### src/rtl/mic3_pkg.sv
// Shared definitions for the mic3 serial ADC reader: FSM state encoding,
// frame geometry, default timing parameters and a counter-width helper.
package mic3_pkg;

  typedef enum logic [2:0] {
    IDLE  = 3'd0,
    START = 3'd1,
    SHIFT = 3'd2,
    DONE  = 3'd3,
    QUIET = 3'd4
  } state_t;

  localparam int FRAME_BITS       = 16;
  localparam int DATA_BITS        = 12;
  localparam int LEAD_ZEROS       = 4;
  localparam int DEF_CLK_HALF     = 4;
  localparam int DEF_QUIET_CYCLES = 8;
  localparam int BIT_CNT_W        = $clog2(FRAME_BITS + 1);

  // Width of a counter that must hold values 0..n-1 (at least one bit).
  function automatic int cnt_width(input int n);
    return (n > 1) ? $clog2(n) : 1;
  endfunction

endpackage

### src/rtl/mic3_sclk_gen.sv
// SCLK generator: half-period counter plus registered SCLK level and
// strobes flagging the cycle in which SCLK is about to rise or fall.
module mic3_sclk_gen
  import mic3_pkg::*;
#(
  parameter int CLK_HALF = DEF_CLK_HALF
) (
  input  logic clk,
  input  logic rst,
  input  logic run,
  input  logic allow_fall,
  output logic sclk,
  output logic sclk_rise,
  output logic sclk_fall,
  output logic half_end
);

  localparam int CW = cnt_width(CLK_HALF);
  localparam logic [CW-1:0] HALF_LAST = CW'(CLK_HALF - 1);

  logic [CW-1:0] cnt_reg;
  logic          sclk_reg;

  assign half_end  = run && (cnt_reg == HALF_LAST);
  assign sclk_rise = half_end && !sclk_reg;
  // The final high half of a frame ends without a fall so SCLK idles high.
  assign sclk_fall = half_end && sclk_reg && allow_fall;
  assign sclk      = sclk_reg;

  always_ff @(posedge clk) begin
    if (rst || !run) begin
      cnt_reg  <= '0;
      sclk_reg <= 1'b1;
    end else if (half_end) begin
      cnt_reg <= '0;
      if (sclk_rise) begin
        sclk_reg <= 1'b1;
      end else if (sclk_fall) begin
        sclk_reg <= 1'b0;
      end
    end else begin
      cnt_reg <= cnt_reg + 1'b1;
    end
  end

endmodule

### src/rtl/mic3_top.sv
// Serial ADC frame reader: a rising edge on read runs one 16-bit SPI-style
// frame and publishes the low 12 bits on audio with a one-cycle new_data strobe.
module mic3_top
  import mic3_pkg::*;
#(
  parameter int CLK_HALF     = DEF_CLK_HALF,
  parameter int QUIET_CYCLES = DEF_QUIET_CYCLES
) (
  input  logic                 clk,
  input  logic                 rst,
  input  logic                 read,
  input  logic                 MISO,
  output logic                 SCLK,
  output logic                 CS,
  output logic [DATA_BITS-1:0] audio,
  output logic                 new_data
);

  localparam int QW = cnt_width(QUIET_CYCLES);
  localparam logic [QW-1:0]        QUIET_LAST = QW'(QUIET_CYCLES - 1);
  localparam logic [BIT_CNT_W-1:0] BITS_ALL   = BIT_CNT_W'(FRAME_BITS);

  state_t                 state_reg, state_next;
  logic                   read_reg;
  logic                   armed_reg;
  logic                   cs_reg;
  logic                   new_data_reg;
  logic [DATA_BITS-1:0]   audio_reg;
  logic [FRAME_BITS-1:0]  shift_reg;
  logic [BIT_CNT_W-1:0]   bit_cnt_reg;
  logic [QW-1:0]          quiet_cnt_reg;

  logic start;
  logic run;
  logic allow_fall;
  logic sclk_rise;
  logic sclk_fall;
  logic half_end;
  logic lead_unused;

  // armed_reg blocks a read that was already high when reset released.
  assign start      = (state_reg == IDLE) && read && !read_reg && armed_reg;
  assign run        = (state_reg == START) || (state_reg == SHIFT);
  assign allow_fall = (bit_cnt_reg != BITS_ALL);
  assign lead_unused = ^shift_reg[FRAME_BITS-1 -: LEAD_ZEROS];

  mic3_sclk_gen #(
    .CLK_HALF(CLK_HALF)
  ) u_sclk_gen (
    .clk       (clk),
    .rst       (rst),
    .run       (run),
    .allow_fall(allow_fall),
    .sclk      (SCLK),
    .sclk_rise (sclk_rise),
    .sclk_fall (sclk_fall),
    .half_end  (half_end)
  );

  always_comb begin
    state_next = state_reg;
    case (state_reg)
      IDLE:    if (start) state_next = START;
      START:   if (sclk_fall) state_next = SHIFT;
      SHIFT:   if (half_end && (bit_cnt_reg == BITS_ALL)) state_next = DONE;
      DONE:    state_next = QUIET;
      QUIET:   if (quiet_cnt_reg == QUIET_LAST) state_next = IDLE;
      default: state_next = IDLE;
    endcase
  end

  always_ff @(posedge clk) begin
    if (rst) begin
      state_reg     <= IDLE;
      read_reg      <= 1'b0;
      armed_reg     <= 1'b0;
      cs_reg        <= 1'b1;
      new_data_reg  <= 1'b0;
      audio_reg     <= '0;
      shift_reg     <= '0;
      bit_cnt_reg   <= '0;
      quiet_cnt_reg <= '0;
    end else begin
      state_reg <= state_next;
      read_reg  <= read;
      if (!read) begin
        armed_reg <= 1'b1;
      end
      // CS and new_data are decoded from the next state so they stay registered.
      cs_reg       <= !((state_next == START) || (state_next == SHIFT));
      new_data_reg <= (state_next == DONE);
      if (state_next == DONE) begin
        audio_reg <= shift_reg[DATA_BITS-1:0];
      end
      if (start) begin
        shift_reg   <= '0;
        bit_cnt_reg <= '0;
      end else if (sclk_rise && (state_reg == SHIFT)) begin
        shift_reg   <= {shift_reg[FRAME_BITS-2:0], MISO};
        bit_cnt_reg <= bit_cnt_reg + 1'b1;
      end
      if (state_reg == QUIET) begin
        quiet_cnt_reg <= quiet_cnt_reg + 1'b1;
      end else begin
        quiet_cnt_reg <= '0;
      end
    end
  end

  assign CS       = cs_reg;
  assign new_data = new_data_reg;
  assign audio    = audio_reg;

endmodule

### config.mk
export PLATFORM = sky130hd
export DESIGN_NAME = mic3_top
export DESIGN_NICKNAME = d
export VERILOG_FILES = /design/src/rtl/mic3_pkg.sv /design/src/rtl/mic3_sclk_gen.sv /design/src/rtl/mic3_top.sv
export SDC_FILE = /design/constraint.sdc
export NUM_CORES = 1
export LEC_CHECK = 0
export BUFFER_PORTS_ARGS = -buffer_cell sky130_fd_sc_hd__buf_2
export CORE_MARGIN = 2
export CORE_UTILIZATION = 53
export DETAILED_ROUTE_END_ITERATION = 7
export PLACE_DENSITY = 0.81
export RECOVER_POWER = 100
export SYNTH_ARGS = -nofsm -noshare
export SYNTH_HDL_FRONTEND = slang
export SYNTH_SLANG_ARGS = --single-unit
### constraint.sdc
create_clock -name clk -period 1.9 [get_ports clk]
set_clock_uncertainty 0.1 [all_clocks]
set_input_delay 0.475 -clock clk [delete_from_list [all_inputs] [get_ports clk]]
set_output_delay 0.475 -clock clk [all_outputs]
set_load 0.01 [all_outputs]
# Word-level counts from Yosys, hierarchy flattened
# Cells that the tools add are included.
# totals
regBits	42
latchBits	0
mem_bits_rw	0
mem_bits_ro	0
inputBits	4
out_inout_bits	15
memories	0
# classes
addsub	3
n_mul	0
n_div	0
n_lt_le_gt_ge	0
n_eq_ne	11
n_shift	0
n_mux	7
n_bitwise	1
n_reduce_logical	22
# ops
cell	n
$pmux 3 s5	1
$eq 3x2->1 const B	4
$mux 3	4
$logic_and 1x1->1	9
$eq 3x1->1 const B	2
$eq 3x3->1 const B	2
$reduce_or 2->1	3
$add 5x1->5 const B	1
$eq 5x5->1 const B	1
$ne 5x5->1 const B	1
$logic_not 1->1	4
$add 3x1->3 const B	1
$logic_not 3->1	1
$logic_or 1x1->1	3
$add 2x1->2 const B	1
$eq 2x2->1 const B	1
$mux 1	2
$reduce_and 2->1	1
$reduce_bool 2->1	1
$not 1->1	1

# Longest topological paths before layout
# Gate-level depths: netlist (run 1).
# logic_depth
depth_word	10
mapped_depth	7
mapped_depth_nobuf	6

# Cells and area by module
# A second synthesis (run 1) with hierarchy kept.
# unflattened
hier_cells	195
hier_area_um2	1716.6
# by_module_without_submodules
module	instances	cells_each	area_each_um2	seq_area_each_um2
mic3_top	1	182	1580.3	780.7
mic3_sclk_gen	1	13	136.4	60.1

# Worst setup path before layout (run 1)
# No wires, ideal clock.
# synth_timing
path_type	register to register
start	reg bit_cnt_reg[0]
end	reg audio_reg[10] (netlist: audio[10])
arrival_ps	1361
required_time_ps	1672
path_slack_ps	312
path_stages_with_launch	8
path_buffers	1
synth_period_minus_slack_ps	1588
cell_sequence	dfxtp_1 -> inv_1 -> ha_1 -> and4bb_2 -> nand4b_4 -> buf_6 -> mux2i_1 -> nor2_1
# synth_via
elab_chain_len	5
word_cells_on_any_way	8
classes_between	eq/ne (3); mux (3); reduce/logical (2)
# synth_rtl
element	line	text
start, declared	mic3_top.sv:30	logic [BIT_CNT_W-1:0] bit_cnt_reg;
start signal, assigned	mic3_top.sv:100	bit_cnt_reg <= bit_cnt_reg + 1'b1;
$eq 5x5->1 or $ne 5x5->1 (tied branches)	mic3_top.sv:65, mic3_top.sv:44	
$logic_and 1x1->1, on equally long branches	mic3_top.sv:65, mic3_sclk_gen.sv:27	
$mux 3, on equally long branches	mic3_top.sv:65, mic3_top.sv:64	
$pmux 3 s5 *	mic3_top.sv:62	case (state_reg)
$eq 3x2->1 *	mic3_top.sv:92	if (state_next == DONE) begin
end signal, assigned	mic3_top.sv:93	audio_reg <= shift_reg[DATA_BITS-1:0];
end, declared	mic3_top.sv:28	logic [DATA_BITS-1:0] audio_reg;
# Every way passes the cells marked *; elsewhere a longest branch is shown, timed or not.
# A chain may end at the register's enable or synchronous reset.

# Worst setup path after layout (run 1)
# layout_timing
start	reg bit_cnt_reg[0]
end	reg cs_reg (netlist: CS)
# layout_via
elab_chain_len	7
word_cells_on_any_way	11
classes_between	eq/ne (4); mux (3); reduce/logical (4)
# layout_rtl
element	line	text
$eq 5x5->1 or $ne 5x5->1 (tied branches)	mic3_top.sv:65, mic3_top.sv:44	
$logic_and 1x1->1, on equally long branches	mic3_top.sv:65, mic3_sclk_gen.sv:27	
$mux 3, on equally long branches	mic3_top.sv:65, mic3_top.sv:64	
$pmux 3 s5 *	mic3_top.sv:62	
$eq 3x1->1 or $eq 3x2->1 (tied branches)	mic3_top.sv:90	cs_reg <= !((state_next == START) || (state_next == SHIFT));
$logic_or 1x1->1 *	mic3_top.sv:90	
$logic_not 1->1 *	mic3_top.sv:90	
end signal, assigned	mic3_top.sv:90	
end, declared	mic3_top.sv:26	logic cs_reg;
# Marks and branches as above.

==> impl_results.md, run 1 <==
- Critical Path Stages: 6
- Post-synthesis average cell area: 9.64 sq um
- Worst vdd ir: 0.433 mV
- DRT iter0 DRCs: 45
- FMAX: 575 MHz
- Leakage: 0.000776 uW
- Routed Antenna Nets: 0
- Power Total: 1370 uW
- Num rows: 20
- Syn Std Cell Area: 1690 sq um
- Worst r2r path cells: 6
- CP required: 2.03 ns
- Async set-or-reset flop fraction in the synthesized netlist: 0%
- Crit path to: CS
- Total I/O pin count: 19
- #FFs+latches synth: 42
- H-tree depth: 2
- Pwr dens: 752 nW/um^2
- Max Slew Vio Count: 0
- Total CTS buffers: 5
- Total gr overflow: 0
- Total setup buffers inserted after CTS: 0
- Status: finished, final reports clean
- Routability cong.: 0.773
- Worst slew pin tran: 0.892 ns
- Crit-path leading delay family: simple AND/OR/NAND/NOR gates
- First-pass detailed-route iteration total: 4
- Setup crit end kind: flip-flop
- Detailed Route WL: 2850 um
- Core footprint: 3030 sq um
- Slowest stage cell, crit path: dfxtp_1
- Fin Setup TNS: 0 ns
- # clock sinks: 42
- RSZ-0062 raised after global routing: false
- WP buf/inv: 1
- WL/cell: 12.0 um
- Clk buf depth: 2
- Critical Path Source Type: flip-flop
- Post-Layout Cell Count: 238
- Remaining DRCs: 0
- Hold Path Class: input port to flip-flop
- Final core occ: 60.2%
- Slew HR: 40.5%
- Critical path class: flip-flop to flip-flop
- Clock Latency Late Sink: 0.34 ns
- Largest net degree at the start of global routing: 23
- Drt via density: 5.17
- Dpl cells: 230
- Syn nets: 184
- Period utilisation layout: 91.5%
- EDFF count, synth: 0
- CTS tree: built
- Max incr delay on CP: 0.41 ns
- Clk slew on worst S/H paths: 0.11 ns
- Finish-stage setup viols: 0
- Reg-to-reg slack, setup: 0.16 ns
- Register area share after synthesis: 49.9%
- CTS Root Cell: clkbuf_4
- Die Y: 60.4 um
- DIE WIDTH: 60.4 um
- Hold Vio Cnt, Final: 0
- FF-to-FF End: CS
- Antenna violations before repair: 0
- Area grow syn2layout: 8.01%
- Critical Path, Cell by Cell: inv_1 > ha_1 > and4bb_2 > and3_1 > nor4b_1 > a22oi_1
- Total global-route track usage: 18.8%
- Die ar.: 3650 sq um
- Diodes inserted: 0
- Ys flop type: dfxtp_1
- Hold buffers post-CTS: 0
- Port Buffers: 18
- Vias post-DR: 1,230
- First-pass GRT wire length: 4970 um
- Critical path origin: bit_cnt_reg[0]
- Hpwl dp: 2030 um
- R2R Path Start: bit_cnt_reg[0]
- YS warnings: 0
- Cell variety after synth: 37
- Nets: 202
- Final min period: 1.74 ns
- Number of max-cap violations: 0
- Share of layout cells above drive strength 1: 8.76%
- Arrival time at the worst endpoint: 1.86 ns
- Resized cells post-CTS: 0
- CP Max Fanout: 5
- Post-Synthesis Cells: 175
- Vias in the first global route: 1,161
- Initial core utilization: 55.7%
## cells in the mapped netlist (2+ instances only)
cell / count / area (sq um)
ha_1: 5 / 62.6
dfxtp_1: 42 / 841
nor3b_1: 2 / 15.0
inv_1: 3 / 11.3
nor2b_1: 3 / 18.8
xnor2_1: 4 / 35.0
a21oi_1: 16 / 80.1
clkbuf_1: 2 / 7.51
nor2_1: 22 / 82.6
buf_4: 3 / 22.5
mux2i_1: 12 / 120
and2b_1: 2 / 15.0
and2_1: 2 / 12.5
nor3_1: 4 / 20.0
o21ai_0: 2 / 10.0
nand3_1: 3 / 15.0
nand2_1: 27 / 101
buf_2: 2 / 10.0
## power breakdown
group | internal [uW] | leakage (uW) | total, uW | switching (uW)
Clock | 180 | 0.0000353 | 449 | 270
Sequential | 885 | 0.000339 | 888 | 3.00
Combinational | 11.5 | 0.000402 | 32.2 | 20.7
## cells in the final DEF, fill, tap and decap left out, types with 2 or more instances in the layout
master / count
a21oi_1: 16
and2_0: 2
and2b_1: 2
buf_2: 2
clkbuf_1: 17
clkbuf_4: 5
dfxtp_1: 42
ha_1: 5
inv_1: 3
mux2i_1: 12
nand2_1: 27
nand3_1: 3
nor2_1: 22
nor2b_1: 3
nor3_1: 4
nor3b_1: 2
o21ai_0: 2
xnor2_1: 4
## worst min-delay path by stage
| stage | endpoint | cells past startpoint | slack [ns] | from |
|---|---|---|---|---|
| CTS | armed_reg | 2 | 0.23 | read |
| detailed placement | u_sclk_gen.cnt_reg[0] | 1 | 0.33 | u_sclk_gen.cnt_reg[0] |
| global placement | u_sclk_gen.cnt_reg[0] | 1 | 0.32 | u_sclk_gen.cnt_reg[0] |
| global route | armed_reg | 2 | 0.21 | read |
| floorplan | quiet_cnt_reg[0] | 1 | 0.31 | quiet_cnt_reg[0] |
| finish | armed_reg | 2 | 0.25 | read |
## stage by stage
step                hold slack [ns]  setup WS, ns  cell area, sq um
finish                        0.246         0.161              1820
global route                  0.212        0.0177              1820
CTS                           0.232         0.146              1850
detailed placement            0.332         0.161              1790
global placement              0.317         0.263              1790
floorplan                     0.308         0.312              1690
## area by class of cell
class	count	area, sq um
fillers	279	1210
flip-flops and latches	42	841
multi-input cells	122	777
repair buffers	19	77.6
clock buffers	7	55.1
well taps	44	55.1
inverters	3	11.3
clock inverters	1	5.00
## worst register-to-register path, stage by stage, from the launching register on
cell and delay [ns]:
dfxtp_1 0.41, inv_1 0.06, ha_1 0.18, and4bb_2 0.28, and3_1 0.20, nor4b_1 0.28, a22oi_1 0.10
## cell families after synthesis
| family | after synthesis | share of synthesized area [%] |
|---|---|---|
| compound gates | 23 | 8.01 |
| mux | 12 | 7.12 |
| xor+xnor | 4 | 2.08 |
| simple gates | 78 | 25.5 |
| buf+inv | 11 | 3.71 |
| flops | 42 | 49.9 |
| fa+ha+maj | 5 | 3.71 |
## routing by layer
metal  up-vias  GRT usage [%]  share of wire [%]
li1        621              -                  -
met1       580           21.4                 45
met2        27           30.0                 49
met3         2           8.32                4.8
met4         0           9.94               0.88
met5         -              0                  0
No activity file was read; power rests on OpenSTA's default activity.
==> run 2, diff against run 1 <==
RECOVER_POWER = default   (was 100)
==> run 2 against run 1 <==
Against the previous run:
- final cell count did not move
- largest power group unchanged
- worst hold slack lost 0.0027 ns
- die area did not move
- critical endpoint unchanged
- non-clock buffer count stayed put
- wire length up 0.91%
- clock-buffer cell count stayed put
- power about the same
- global-route usage unchanged
==> impl_results.md, run 2 (synthesis gave the netlist of run 1 again) <==
- Status: finished, final reports clean
- CP Max Fanout: 5 (unchanged)
- Die ar.: 3650 sq um (unchanged)
- Critical Path, Cell by Cell: inv_1 > ha_1 > and4bb_2 > and3_1 > nor4b_1 > a22oi_1
- Vias in the first global route: 1,161 (unchanged)
- Nets: 202 (unchanged)
- Reg-to-reg slack, setup: 0.17 ns (about the same)
- Routed Antenna Nets: 0 (unchanged)
- Die Y: 60.4 um (unchanged)
- Max Slew Vio Count: 0 (unchanged)
- Leakage: 0.000845 uW (+8.8%)
- Drt via density: 5.18 (+0.33%)
- Finish-stage setup viols: 0 (unchanged)
- Critical Path Source Type: flip-flop
- Clock Latency Late Sink: 0.34 ns (about the same)
- Initial core utilization: 55.7% (unchanged)
- CP required: 2.03 ns (about the same)
- DIE WIDTH: 60.4 um (unchanged)
- Largest net degree at the start of global routing: 23 (unchanged)
- Fillcell total: 265 (-5.0%)
- Worst slew pin tran: 0.375 ns (-0.517 ns)
- Most frequent cells in the layout: 42 x dfxtp_1, 27 x nand2_1, 22 x nor2_1
- First-pass GRT wire length: 4970 um (unchanged)
- RSZ-0062 raised after global routing: false
- Total setup buffers inserted after CTS: 0 (unchanged)
- Total global-route track usage: 18.8% (unchanged)
- Share of layout cells above drive strength 1: 17.5% (+8.8 points)
- Clk slew on worst S/H paths: 0.12 ns (about the same)
- Clk buf depth: 2 (unchanged)
- Resized cells post-CTS: 0 (unchanged)
- Total I/O pin count: 19 (unchanged)
- Final min period: 1.73 ns (-0.00457 ns)
- Area grow syn2layout: 9.57%
- H-tree depth: 2 (unchanged)
- # clock sinks: 42 (unchanged)
- Slowest stage cell, crit path: dfxtp_1
- Slew HR: 75.0% (+34 points)
- CTS Root Cell: clkbuf_4
- Fin Setup TNS: 0 ns (unchanged)
- Hpwl dp: 2030 um (unchanged)
- Antenna violations before repair: 0 (unchanged)
- Critical path class: flip-flop to flip-flop
- Worst vdd ir: 0.434 mV (+0.21%)
- Pwr dens: 741 nW/um^2 (-1.4%)
- Minimum hold slack: 0.243 ns (-0.00266 ns)
- FMAX: 577 MHz (+0.26%)
- Detailed Route WL: 2880 um (+0.91%)
- CTS tree: built
- Port Buffers: 18 (unchanged)
- Setup crit end kind: flip-flop
- Total gr overflow: 0 (unchanged)
- Num rows: 20 (unchanged)
- Vias post-DR: 1,234 (+0.33%)
- Most common cell after layout, fill and taps aside: dfxtp_1
- Hold Vio Cnt, Final: 0 (unchanged)
- DRT iter0 DRCs: 45 (unchanged)
- Diodes inserted: 0 (unchanged)
- Routability cong.: 0.773 (unchanged)
- Hold buffers post-CTS: 0 (unchanged)
- Arrival time at the worst endpoint: 1.86 ns (about the same)
- Remaining DRCs: 0 (unchanged)
- Final core occ: 61.0% (+0.87 points)
- First-pass detailed-route iteration total: 4 (unchanged)
- WL/cell: 12.1 um (+0.91%)
- Total CTS buffers: 5 (unchanged)
- Core footprint: 3030 sq um (unchanged)
- Max incr delay on CP: 0.41 ns (about the same)
- Hold Path Class: input port to flip-flop
- Period utilisation layout: 91.3% (-0.24 points)
- Number of max-cap violations: 0 (unchanged)
==> run 2: worst max-delay path: cells and delay by family (launching register included) <==
family                   cells  cell delay, ns
AO/OA/AOI/OAI                1            0.10
adder cells (fa/ha/maj)      1            0.18
buffers and inverters        1            0.06
flip-flops                   1            0.41
AND/OR/NAND/NOR              3            0.76
==> run 2: worst paths after layout <==
kind / from / depth (start not counted) / end
min reg2reg: u_sclk_gen.cnt_reg[0] / 1 / u_sclk_gen.cnt_reg[0]
min: read / 2 / armed_reg
max: bit_cnt_reg[0] / 6 / CS
max reg2reg: bit_cnt_reg[0] / 6 / CS
==> run 2: cell type report <==
class	instances	area (sq um)	share of cell area, %
Multi-Input combinational cell	122	783	42.4
Timing Repair Buffer	19	97.6	5.28
Inverter	3	11.3	0.609
Clock buffer	7	55.1	2.98
Sequential cell	42	841	45.5
Clock inverter	1	5.00	0.271
Tap cell	44	55.1	2.98
==> run 2: per-layer routing <==
metal / track usage (%) / routed length, um / vias to the layer above
met5: 0 / 0 / -
met4: 9.94 / 25 / 0
met3: 8.32 / 117 / 2
met2: 30.0 / 1420 / 22
met1: 21.4 / 1320 / 588
li1: - / - / 622
==> run 2: power breakdown <==
group / internal [uW] / total [uW] / switching [uW]
sequential: 885 / 888 / 3.16
clock: 180 / 449 / 270
combinational: 12.0 / 33.0 / 21.0
==> run 2: metrics by stage <==
stage | setup WS, ns | instances | instance area (sq um) | power [uW]
2_1_floorplan | 0.312 | 175 | 1690 | 931
3_3_place_gp | 0.263 | 230 | 1790 | 940
3_5_place_dp | 0.161 | 230 | 1790 | 942
4_1_cts | 0.146 | 238 | 1850 | 1390
5_1_grt | 0.0186 | 238 | 1850 | 1430
6_report | 0.166 | 238 | 1850 | 1370
